[src/rtl/serial_subtractor_if.sv]
// Operand/result bundle for the bit-serial subtractor.
// The master side issues operands and a start request; the slave side
// (the subtractor) returns the difference, borrow-out and status flags.
interface serial_subtractor_if #(
    parameter int WIDTH = 8
);
    logic             start;
    logic [WIDTH-1:0] a;
    logic [WIDTH-1:0] b;
    logic             bin;
    logic [WIDTH-1:0] diff;
    logic             bout;
    logic             busy;
    logic             valid;

    modport master (
        output start, a, b, bin,
        input  diff, bout, busy, valid
    );

    modport slave (
        input  start, a, b, bin,
        output diff, bout, busy, valid
    );
endinterface

[src/rtl/serial_subtractor.sv]
// Bit-serial subtractor: computes a - b - bin one bit per clock, LSB first.
// A start in IDLE latches the operands; WIDTH RUN cycles ripple the borrow
// through the bits, then a single DONE cycle pulses valid. diff and bout
// keep the last result until the next accepted start.
module serial_subtractor #(
    parameter int WIDTH = 8
) (
    input logic           clk,
    input logic           rst,
    serial_subtractor_if.slave bus
);

    // Bit counter needs to index 0..WIDTH-1, but never narrower than one bit.
    localparam int CW = (WIDTH > 1) ? $clog2(WIDTH) : 1;
    localparam logic [CW-1:0] LAST = CW'(WIDTH - 1);

    typedef enum logic [1:0] {
        IDLE,
        RUN,
        DONE
    } state_t;

    state_t           state;
    logic [CW-1:0]    cnt;
    logic [WIDTH-1:0] a_q;
    logic [WIDTH-1:0] b_q;
    logic [WIDTH-1:0] diff_q;
    logic             br;
    logic             bout_q;
    logic             busy_q;
    logic             valid_q;

    logic             a_bit;
    logic             b_bit;
    logic             d_bit;
    logic             br_next;

    // One-bit full subtractor on the bit currently selected by the counter.
    always_comb begin
        a_bit   = a_q[cnt];
        b_bit   = b_q[cnt];
        d_bit   = a_bit ^ b_bit ^ br;
        br_next = (~a_bit & b_bit) | (~(a_bit ^ b_bit) & br);
    end

    // Control FSM plus datapath registers; busy/valid are registered so they
    // track the state exactly and never glitch.
    always_ff @(posedge clk) begin
        if (rst) begin
            state   <= IDLE;
            cnt     <= '0;
            br      <= 1'b0;
            a_q     <= '0;
            b_q     <= '0;
            diff_q  <= '0;
            bout_q  <= 1'b0;
            busy_q  <= 1'b0;
            valid_q <= 1'b0;
        end else begin
            case (state)
                IDLE: begin
                    valid_q <= 1'b0;
                    if (bus.start) begin
                        a_q    <= bus.a;
                        b_q    <= bus.b;
                        br     <= bus.bin;
                        diff_q <= '0;
                        cnt    <= '0;
                        busy_q <= 1'b1;
                        state  <= RUN;
                    end
                end
                RUN: begin
                    diff_q[cnt] <= d_bit;
                    br          <= br_next;
                    if (cnt == LAST) begin
                        bout_q  <= br_next;
                        busy_q  <= 1'b0;
                        valid_q <= 1'b1;
                        state   <= DONE;
                    end else begin
                        cnt <= cnt + 1'b1;
                    end
                end
                DONE: begin
                    valid_q <= 1'b0;
                    state   <= IDLE;
                end
                default: begin
                    busy_q  <= 1'b0;
                    valid_q <= 1'b0;
                    state   <= IDLE;
                end
            endcase
        end
    end

    assign bus.diff  = diff_q;
    assign bus.bout  = bout_q;
    assign bus.busy  = busy_q;
    assign bus.valid = valid_q;

endmodule

[src/flat_wrapper.sv]
// flat-port wrapper written by rule: the top's interface ports become plain ports
module serial_subtractor_flat 
#(
    parameter int WIDTH = 8
)
  (clk, rst, bus_start, bus_a, bus_b, bus_bin, bus_diff, bus_bout, bus_busy, bus_valid);
  serial_subtractor_if #(.WIDTH(WIDTH)) bus_i ();
  input logic clk;
  input logic rst;
  input wire logic [$bits(bus_i.start)-1:0] bus_start;
  input wire logic [$bits(bus_i.a)-1:0] bus_a;
  input wire logic [$bits(bus_i.b)-1:0] bus_b;
  input wire logic [$bits(bus_i.bin)-1:0] bus_bin;
  output wire logic [$bits(bus_i.diff)-1:0] bus_diff;
  output wire logic [$bits(bus_i.bout)-1:0] bus_bout;
  output wire logic [$bits(bus_i.busy)-1:0] bus_busy;
  output wire logic [$bits(bus_i.valid)-1:0] bus_valid;
  assign bus_i.start = bus_start;
  assign bus_i.a = bus_a;
  assign bus_i.b = bus_b;
  assign bus_i.bin = bus_bin;
  assign bus_diff = bus_i.diff;
  assign bus_bout = bus_i.bout;
  assign bus_busy = bus_i.busy;
  assign bus_valid = bus_i.valid;
  serial_subtractor #(.WIDTH(WIDTH)) u_core (.clk(clk), .rst(rst), .bus(bus_i));
endmodule
[config.mk]
export PLATFORM = sky130hd
export DESIGN_NAME = serial_subtractor_flat
export DESIGN_NICKNAME = d
export VERILOG_FILES = /design/src/rtl/serial_subtractor_if.sv /design/src/rtl/serial_subtractor.sv /design/src/flat_wrapper.sv
export SDC_FILE = /design/constraint.sdc
export NUM_CORES = 1
export LEC_CHECK = 0
export CAP_MARGIN = 20
export CORE_MARGIN = 1
export CORE_UTILIZATION = 54
export CTS_CLUSTER_SIZE = 12
export DETAILED_ROUTE_END_ITERATION = 6
export GPL_TIMING_DRIVEN = 0
export PLACE_DENSITY = 0.83
export SETUP_SLACK_MARGIN = 0.02
export SLEW_MARGIN = 20
export SYNTH_ARGS = -nofsm -noshare
export SYNTH_HDL_FRONTEND = slang
export SYNTH_SLANG_ARGS = --single-unit
[constraint.sdc]
create_clock -name clk -period 3.1 [get_ports clk]
set_input_delay 0.62 -clock clk [delete_from_list [all_inputs] [get_ports clk]]
set_output_delay 0.62 -clock clk [all_outputs]
set_load 0.005 [all_outputs]
; Yosys cells after proc, flatten, opt, wreduce, memory -nomap -nowiden
; Cells that the tools add are included.
[word_totals]
wordCells = 57
register_bits = 33
in_bits = 20
[op_classes]
reduce_logical = 10
eq_ne = 6
add_sub_neg = 1
n_lt_le_gt_ge = 2
bitwise = 9
n_mux = 20
[ops]
columns = operator, count
row1 = $pmux W8 S2, 1
row2 = $bwmux W8, 1
row3 = $mux W8, 1
row4 = $reduce_and A2 Y1, 4
row5 = $bmux W1 S3, 2
row6 = $mux W1, 6
row7 = $mux W3, 2
row8 = $pmux W3 S2, 1
row9 = $reduce_and A3 Y1, 2
row10 = $lt A3 B4 Y1 const B, 1
row11 = $mux W2, 2
row12 = $ne A2 B2 Y1 const B, 2
row13 = $not A1 Y1, 4
row14 = $pmux W2 S2, 1
row15 = $add A3 B1 Y3 const B, 1
row16 = $demux W1 S3, 1
row17 = $eq A3 B3 Y1 const B, 1
row18 = $ge A3 B1 Y1 const B, 1
row19 = $pmux W1 S3, 1
row20 = $and A1 B1 Y1, 2
row21 = $eq A2 B1 Y1 const B, 1
row22 = $eq A2 B2 Y1 const B, 1
row23 = $logic_not A2 Y1, 1
row24 = $ne A2 B1 Y1 const B, 1
row25 = other kinds (6), 7

; Depth between registers and ports, before layout
; Gate-level depths: netlist (run 1).
[logic_depth]
depth_word = 7
depth_mapped = 9
depth_no_buf = 7

; Least setup slack after synthesis (run 1)
; OpenSTA, ideal clock, no wires.
[synth_path]
kind = register -> register
start = register u_core.cnt[0]
end = register u_core.diff_q[0], in the netlist u_core.bus.diff[0]
t_arrival_ps = 2032
path_buffers = 2
path_stages_with_launch = 8
required_ps = 3008
period_less_slack_ps = 2125
path_slack_ps = 975
cell_sequence = dfxtp_1 -> buf_2 -> buf_2 -> o211ai_1 -> a221o_1 -> fa_1 -> nand3b_1 -> o32ai_1
[synth_between]
elab_chain_cells = 6
elab_cells_between_ends = 13
[synth_lines]
columns = element, line_no
row1 = from (decl), serial_subtractor.sv:24  ; logic [CW-1:0] cnt;
row2 = from (signal assigned), serial_subtractor.sv:82  ; cnt <= cnt + 1'b1;
row3 = $lt A3 B4 Y1 (not written as such) (tied with other cells), serial_subtractor.sv:74  ; diff_q[cnt] <= d_bit;
row4 = $logic_and A1 B1 Y1 (not written as such) (tied with other cells), serial_subtractor.sv:74
row5 = $mux W1 (not written as such) / $xor A1 B1 Y1 (equally long branches), "serial_subtractor.sv:74, serial_subtractor.sv:42"
row6 = $demux W1 S3 / $xor A1 B1 Y1 (equally long branches), -
row7 = $bwmux W8 (*), serial_subtractor.sv:74
row8 = $pmux W8 S2 (*), serial_subtractor.sv:60  ; case (state)
row9 = "to (signal, indexed assignment)", serial_subtractor.sv:74
row10 = to (decl), serial_subtractor.sv:27  ; logic [WIDTH-1:0] diff_q;
; Mark *: on every way between the ends. The rest lies on a longest branch, timed or not. The select of a mux whose other input is x is not followed.
; A chain may end at the register's enable or synchronous reset.

; Final worst setup path (run 1)
; Ends and elaborated chain as after synthesis.

==> metrics.yaml, run 1 <==
tightest_slew_ns: 0.491
cts.sinks: 33
drc: 0
dp_hpwl_mm: 2.58
synth.net_count: 211
max_stage_delay_ns: 0.58
ys_warn_count: 0
grt_pass1_wl_mm: 6.29
fin_worst_skew_ns: 0.00837
synth-edff-count: 0
synth_mux_area_share_pct: 0.635
synthAdderAreaFrac_pct: 2.86
antenna_found_initial: 0
cts-buffers-inserted: 5
die_h_um: 56.0
synthSimpleGateAreaFrac_pct: 25.6
viasPerCell: 5.80
setup_viol: 0
synth_area_um2: 1580
critPathMaxFanout: 10
post_cts_buffers: 0
synth_compound_area_share_pct: 21.1
synth_xor_area_share_pct: 0
required_ns: 3.35
clk_pin_slew_ns: 0.10
ys_top_cells_by_count: "nand2_1 (38), dfxtp_1 (33), a21oi_1 (29), inv_1 (12), buf_2 (9)"
synth_top_area_share_pct: 41.9
worstPathArrival_ns: 2.80
cp_slowest_cell: "fa_1"
place.gp.congestion: 0.888
end_kind: "register"
syn_to_final_growth_pct: 25.0
synth-seq-cells: 33
max-cap-violations: 0
drt-pass1-iter-count: 4
grt_start_max_net_pins: 11
rsz0062_at_grt: "no"
worst_setup_path_start_kind: "register"
path_buf_inv: 2
diodes: 0
cts-resized-gates: 0
ys_seq_area_share_pct: 41.9
tns_ns: 0
synth_area_leader_cell: "dfxtp_1"
min_period_ns: 2.55
dieArea_um2: 3140
fmax_mhz: 393
routed_wl_mm: 3.54
die_x_um: 56.0
synthCells: 188
critPathKind: "reg2reg"
p_leak_nw: 0.693
yosysUniqueCellTypes: 39
num_rows: 19
finalCritPeriodShare_pct: 82.2
cp_top_family: "compound AO/OA/AOI/OAI gates"
critPathMostFrequentCell: "buf_2"
hold_viol: 0
core_um2: 2760
clockBufferDepth: 2
root_buffer: "clkbuf_4"
start_util_pct: 57.1
drt-initial-drc-count: 38
cp_cell_sequence: "buf_2 > buf_2 > o211ai_1 > a221o_1 > fa_1 > nand3b_1 > o32ai_1"
htreeDepth: 2
cts_hold_buf: 0
overflow: 0
synth_top_family_by_area: "simple AND/OR/NAND/NOR gates"
fin_cells: 256
synthFlopType: "dfxtp_1"
slew_headroom_pct: 67.1
vias: 1484
power_density_nw_per_um2: 426
syn_avg_cell_area_um2: 8.38
ir_drop_mv: 0.386
clk_latency_ns: 0.34
hold_class: "reg2reg"
ioPinCount: 31
routedWlPerCell_um: 13.8
io_buffers: 30
dpl.cell_count: 249
layout-drive-gt1-share_pct: 9.33
status: "complete, no violations"
fin_nets: 248
grtUsageTotal_pct: 26.1
cts_tree: "built"
antenna_left: 0
grt_pass1_vias: 1453
synth.most_common_cell: "nand2_1"
synthTopCellsByArea: "dfxtp_1 (42%), a21oi_1 (9.2%), nand2_1 (9.1%), o32ai_1 (4.4%), buf_2 (2.9%)"
synth_async_sr_flop_share_pct: 0
slew_viol_final: 0
==> placed cells by master, fill, tap and decap left out, drive strengths merged, types with 3 or more instances in the layout <==
cell,netlist,routed
clkdlybuf4s50,0,30
a21oi,29,29
o21ai,3,3
nand2,38,38
buf,11,11
nand4b,3,3
inv,12,12
nand3,6,6
dfxtp,33,33
nor2b,3,3
o32ai,8,8
nand2b,5,5
clkbuf,4,11
nor3b,4,4
==> worst min-delay path: cells and delay by family (launching register included) <==
kind,cells,cell delay (ns)
AOI/OAI and AO/OA,1,0.05
DFF,1,0.32
and+or+nand+nor,1,0.05
==> kinds of logic (layout without fill, tap and decap cells) <==
logic type                 after synthesis  after routing
AOI/OAI and AO/OA                       52             52
and+or+nand+nor                         72             72
DFF                                     33             33
buffers and inverters                   27             64
muxes                                    1              1
adders and majority gates                3              3
==> per-stage QoR <==
step,power [mW],area [um2],hold slack (ns),setup WS (ns),util [%]
2_1_floorplan,0.547,1580,0.432,0.975,-
3_3_place_gp,0.595,1910,0.444,0.685,69.4
3_5_place_dp,0.600,1910,0.451,0.617,69.4
4_1_cts,0.840,1970,0.464,0.594,71.4
5_1_grt,0.879,1970,0.491,0.413,71.4
6_report,0.838,1970,0.461,0.553,71.4
==> layout make-up <==
cell class              count  area, um2
clock buffers               7       55.1
fillers                   227        788
multi-input cells         128        791
inverters                  12       45.0
plain buffers              15       78.8
flip-flops and latches     33        661
well taps                  31       38.8
repair buffers             30        300
==> final timing paths <==
path	slack [ns]	end	cells after the start	from
worst max-delay path	0.55	u_core.bus.diff[0]	7	u_core.cnt[0]
worst min-delay path	0.46	u_core.a_q[3]	2	u_core.a_q[3]
worst max register to register	0.55	u_core.bus.diff[0]	7	u_core.cnt[0]
worst min register to register	0.46	u_core.a_q[3]	2	u_core.a_q[3]
==> routing by layer <==
layer	part of all wire [%]	vias up	track usage, %
met1	42	674	30.4
met3	6.9	9	8.14
met2	49	64	42.2
li1	-	737	-
met5	0	-	0
met4	2.5	0	14.6
==> where the power goes <==
part | internal, mW | leakage (nW) | total, mW | switching, mW
clock network | 0.107 | 0.0314 | 0.246 | 0.139
registers | 0.443 | 0.269 | 0.456 | 0.0129
logic | 0.0685 | 0.392 | 0.136 | 0.0674
==> sequential cells by signal (all words and copies together) (netlist names), 2 cells and up <==
signal and flops:
u_core.bus.diff 8, u_core.cnt 3, u_core.b_q 8, u_core.state 2
u_core.a_q 8
Note: power is estimated with default switching activity, not from simulation.
==> run 2, diff against run 1 <==
- CORE_UTILIZATION: 54 -> 46
- PLACE_DENSITY: 0.83 -> 0.75
- clock period: 3.1 -> 2.25 ns (I/O delays scaled with it)
==> metrics.yaml, run 2 (same netlist as run 1, synthesis figures left out) <==
ir_drop_mv: 0.361  # -6.6%
setup_ws_ns: 0.0175  # -0.536 ns
cts-buffers-inserted: 5  # unchanged
end_kind: "register"
syn_to_final_growth_pct: 31.9
grt_pass1_vias: 1414  # -2.7%
vias: 1502  # +1.2%
overflow: 0  # unchanged
p_leak_nw: 0.725  # +4.7%
dpl_worst_slack_ns: -0.234  # -0.850 ns
layout-drive-gt1-share_pct: 14.3  # +5.0 points
grtUsageTotal_pct: 24.1  # -2.0 points
tightest_slew_ns: 0.528  # +0.0370 ns
die_x_um: 60.5  # +8.1%
grt_pass1_wl_mm: 6.37  # +1.3%
rsz0062_at_grt: "yes"
htreeDepth: 2  # unchanged
place.gp.congestion: 0.867  # -2.4%
fin_worst_skew_ns: 0.00831  # -0.0000591 ns
clk_latency_ns: 0.35  # about the same
slew_viol_final: 0  # unchanged
max_stage_delay_ns: 0.54  # -0.04 ns
mostFrequentLayoutCells: "nand2_1 (38), clkdlybuf4s50_1 (30), dfxtp_1 (30), a21oi_1 (29), inv_1 (12)"
num_rows: 20  # +1
worstPathArrival_ns: 2.50  # -0.30 ns
viasPerCell: 5.48  # -5.4%
cts.sinks: 33  # unchanged
switching_share_pct: 27.2  # +1.0 points
cp_cell_sequence: "buf_6 > mux2i_1 > o211ai_1 > a221o_1 > fa_1 > nand3b_1 > buf_4 > o32ai_2"
start_util_pct: 50.0  # -7.2 points
critPathMaxFanout: 8  # -2
p_int_mw: 0.863  # +40%
antenna_left: 0  # unchanged
routedWlPerCell_um: 14.4  # +4.4%
holdWs_ns: 0.462  # +0.00139 ns
worst_setup_path_start_kind: "register"
required_ns: 2.52  # -0.83 ns
fin_nets: 253  # +2.0%
diodes: 0  # unchanged
final_common_cell: "nand2_1"
power_frac_seq_pct: 52.9  # -1.5 points
antenna_found_initial: 0  # unchanged
drt-pass1-iter-count: 4  # unchanged
ioPinCount: 31  # unchanged
dieArea_um2: 3660  # +17%
status: "complete, no violations"
io_buffers: 30  # unchanged
clk_pin_slew_ns: 0.10  # about the same
clock_power_share_pct: 29.6  # +0.2 points
cp_slowest_cell: "fa_1"
finalPower_mw: 1.19  # +42%
cts_tree: "built"
core_um2: 3150  # +14%
min_period_ns: 2.23  # -0.314 ns
drc: 0  # unchanged
clockBufferDepth: 2  # unchanged
hold_viol: 0  # unchanged
max-cap-violations: 0  # unchanged
p_switching_mw: 0.323  # +47%
cts_hold_buf: 0  # unchanged
die_h_um: 60.5  # +8.1%
slew_headroom_pct: 64.7  # -2.5 points
grt_start_max_net_pins: 11  # unchanged
pwr-share-comb_pct: 17.6  # +1.4 points
setup_viol: 0  # unchanged
root_buffer: "clkbuf_4"
power_density_nw_per_um2: 571  # +34%
drt-initial-drc-count: 47  # +24%
critPathKind: "reg2reg"
finalCritPeriodShare_pct: 99.2  # +17 points
min-delay-start: "u_core.b_q[0]"
r2r_start: "u_core.cnt[1]"
fmax_mhz: 448  # +14%
dp_hpwl_mm: 2.59  # +0.62%
crit_path_start: "u_core.cnt[1]"
hold_class: "reg2reg"
routed_wl_mm: 3.96  # +12%
-- run 2: worst paths after layout --
kind                        endpoint  slack, ns  depth (start not counted)
setup reg to reg  u_core.bus.diff[5]       0.02                          8
setup / recovery  u_core.bus.diff[5]       0.02                          8
hold / removal         u_core.b_q[0]       0.46                          2
hold reg to reg        u_core.b_q[0]       0.46                          2
-- run 2: power by group through the flow --
stage | clock network (mW) | registers [mW] | logic, mW
floorplan | 0 | 0.637 | 0.116
global placement | 0 | 0.639 | 0.182
detailed placement | 0 | 0.641 | 0.187
global route | 0.378 | 0.630 | 0.227
CTS | 0.356 | 0.626 | 0.204
finish | 0.351 | 0.627 | 0.209
-- run 2: layer usage --
metal | routed length [um] | part of all wire [%] | global-route usage, % | vias up
met5 | 0 | 0 | 0 | -
met4 | 81 | 2.0 | 14.3 | 0
met3 | 166 | 4.2 | 7.04 | 10
met2 | 1960 | 49 | 38.8 | 40
met1 | 1750 | 44 | 28.5 | 707
li1 | - | - | - | 745
-- run 2: layout make-up --
cell class              instances  area (um2)
plain buffers                  15        98.8
clock buffers                   7        55.1
fillers                       295        1080
inverters                      12        45.0
multi-input cells             128         818
flip-flops and latches         33         667
well taps                      44        55.1
repair buffers                 35         338
-- run 2: through the flow --
step                utilization [%]  instance area (um2)  setup TNS (ns)  cells
global route                   65.9                 2080          -0.111    274
CTS                            65.6                 2070               0    274
finish                         65.9                 2080               0    274
global placement               61.2                 1930          -0.850    262
detailed placement             61.2                 1930           -1.26    262
floorplan                         -                 1580               0    188
-- run 2: what timing repair did --
action / in CTS / in global routing
setup buffers: 5 / 0
endpoints found under the setup margin: 9 / 5
hold endpoints to repair: 0 / 0
pin swaps: 4 / 1
resized for setup: 16 / 2
-- run 2: critical path: cells and delay by family, from the launching register on --
| family | cells | cell delay (ns) |
|---|---|---|
| AO/OA/AOI/OAI | 3 | 0.56 |
| adder cells (fa/ha/maj) | 1 | 0.54 |
| buffers and inverters | 2 | 0.31 |
| flip-flops | 1 | 0.37 |
| multiplexers | 1 | 0.20 |
| AND/OR/NAND/NOR | 1 | 0.17 |
==> edit (settings of run 1) <==
`WIDTH` is set to 8 in 3 places; all go to 16.
--- a/src/rtl/serial_subtractor_if.sv
+++ b/src/rtl/serial_subtractor_if.sv
@@ -3,5 +3,5 @@
 // (the subtractor) returns the difference, borrow-out and status flags.
 interface serial_subtractor_if #(
-    parameter int WIDTH = 8
+    parameter int WIDTH = 16
 );
     logic             start;
--- a/src/rtl/serial_subtractor.sv
+++ b/src/rtl/serial_subtractor.sv
@@ -4,5 +4,5 @@
 // keep the last result until the next accepted start.
 module serial_subtractor #(
-    parameter int WIDTH = 8
+    parameter int WIDTH = 16
 ) (
     input logic           clk,
--- a/src/flat_wrapper.sv
+++ b/src/flat_wrapper.sv
@@ -2,5 +2,5 @@
 module serial_subtractor_flat 
 #(
-    parameter int WIDTH = 8
+    parameter int WIDTH = 16
 )
   (clk, rst, bus_start, bus_a, bus_b, bus_bin, bus_diff, bus_bout, bus_busy, bus_valid);
Ports: changed (resized bus_a, bus_b and bus_diff); port bits go from 31 to 55. The function was not compared with the original's and may differ.
==> edit against run 1 <==
Maximum frequency down 12%. Design area up 73%. Worst setup slack worse by 350 ps. Area after synthesis up 66%. Clock power is 140% higher. Sequential power is 73% higher. Power up 89%. Sequential cell count is 25 higher. Wire length up 70%. Count of clock-buffer cells in the layout up 6. Core utilization up 4.2 points. Worst hold slack lost 11 ps.
==> edit: results <==
set metrics [dict create \
    status "complete, no violations" \
    gp_congestion 0.8951 \
    p_sw_share_pct 24.90 \
    drt_iter0_markers 191 \
    synth_top_cells_by_count "90 x nand2_1, 58 x dfxtp_1, 55 x a21oi_1, 16 x o21ai_0, 10 x clkbuf_1" \
    fill_cells 363 \
    p_clk_mw 0.587 \
    vdd_drop_max_uv 329.7 \
    root_buffer "clkbuf_8" \
    crit_family "multiplexers" \
    min_from "u_core.a_q[12]$_SDFFE_PP0P_" \
    via_per_inst 5.472 \
    r2r_cells 9 \
    dp_cells 416 \
    port_buffers 53 \
    htreeDepth 3 \
    critical-path-slowest-cell "fa_2" \
    hpwlAfterDp_microns 4215 \
    p_leak_nw 1.259 \
    reg2reg_slack_ps 200 \
    power_frac_seq_pct 50.0 \
    finClkSkew_ps 6.015 \
    p_per_area_mw_per_mm2 464.3 \
    crit_arrival_ps 3150 \
    synthCells 311 \
    critical_path.endpoint "u_core.bus.diff[10]$_SDFFE_PP0P_" \
    path_clk_slew_ps 60 \
    grt_pass1_wl_microns 10390 \
    grt_usage_pct 26.14 \
    yosysUniqueCellTypes 34 \
    drt-wirelength-per-cell_microns 13.93 \
    drive_gt1_share_pct 9.474 \
    grtUsageMet3_pct 4.641 \
    synth_area_leaders "dfxtp_1 44%, nand2_1 13%, a21oi_1 11%, mux4_1 8.0%, o21ai_0 3.1%" \
    cts-buffers-inserted 9 \
    grt_use_met2_pct 44.13 \
    worstMarginPinSlew_ps 550.8 \
]
==> edit: through the flow <==
| step | setup WS (ps) | cell area [sq um] |
|---|---|---|
| 5_1_grt | 52.05 | 3405 |
| 4_1_cts | 39.34 | 3376 |
| 6_report | 202.6 | 3405 |
| 3_3_place_gp | 148.3 | 3212 |
| 3_5_place_dp | 83.50 | 3212 |
| 2_1_floorplan | 563.8 | 2616 |
==> edit: logic make-up after synthesis <==
family	count (synthesis)	share of synthesized area (%)
adder cells (fa/ha/maj)	5	2.678
buffers and inverters	29	6.360
AND/OR/NAND/NOR	126	20.90
flip-flops	58	44.38
multiplexers	9	8.417
AO/OA/AOI/OAI	84	17.26
==> edit: area by class of cell <==
class | instances | share of cell area, %
multi-input combinational | 224 | 38.66
sequential | 58 | 34.14
timing repair buffer | 53 | 15.58
clock buffer | 13 | 4.373
buffer | 23 | 4.226
tap | 52 | 1.911
inverter | 6 | 0.6615
clock inverter | 3 | 0.4410
==> edit: how the worst min path moves through the flow <==
stage                                        endpoint  slack (ps)  depth (start not counted)
after floorplan           u_core.a_q[13]$_SDFFE_PP0P_         430                          2
after global placement    u_core.b_q[11]$_SDFFE_PP0P_         440                          2
after detailed placement  u_core.a_q[12]$_SDFFE_PP0P_         440                          2
after CTS                 u_core.a_q[12]$_SDFFE_PP0P_         450                          2
after global routing      u_core.a_q[12]$_SDFFE_PP0P_         470                          2
final                     u_core.a_q[12]$_SDFFE_PP0P_         450                          2
==> edit: what timing repair did <==
item | 4_1_cts | 5_1_grt
endpoints found under the setup margin | 0 | 12
hold buffers | 0 | 0
gates resized for setup | 0 | 6
hold endpoints to repair | 0 | 0
==> edit: routing by layer <==
layer / up-vias / part of all wire [%]
met2: 65 / 50
met5: - / 0
met4: 0 / 0.98
li1: 1196 / -
met3: 8 / 4.4
met1: 1095 / 45
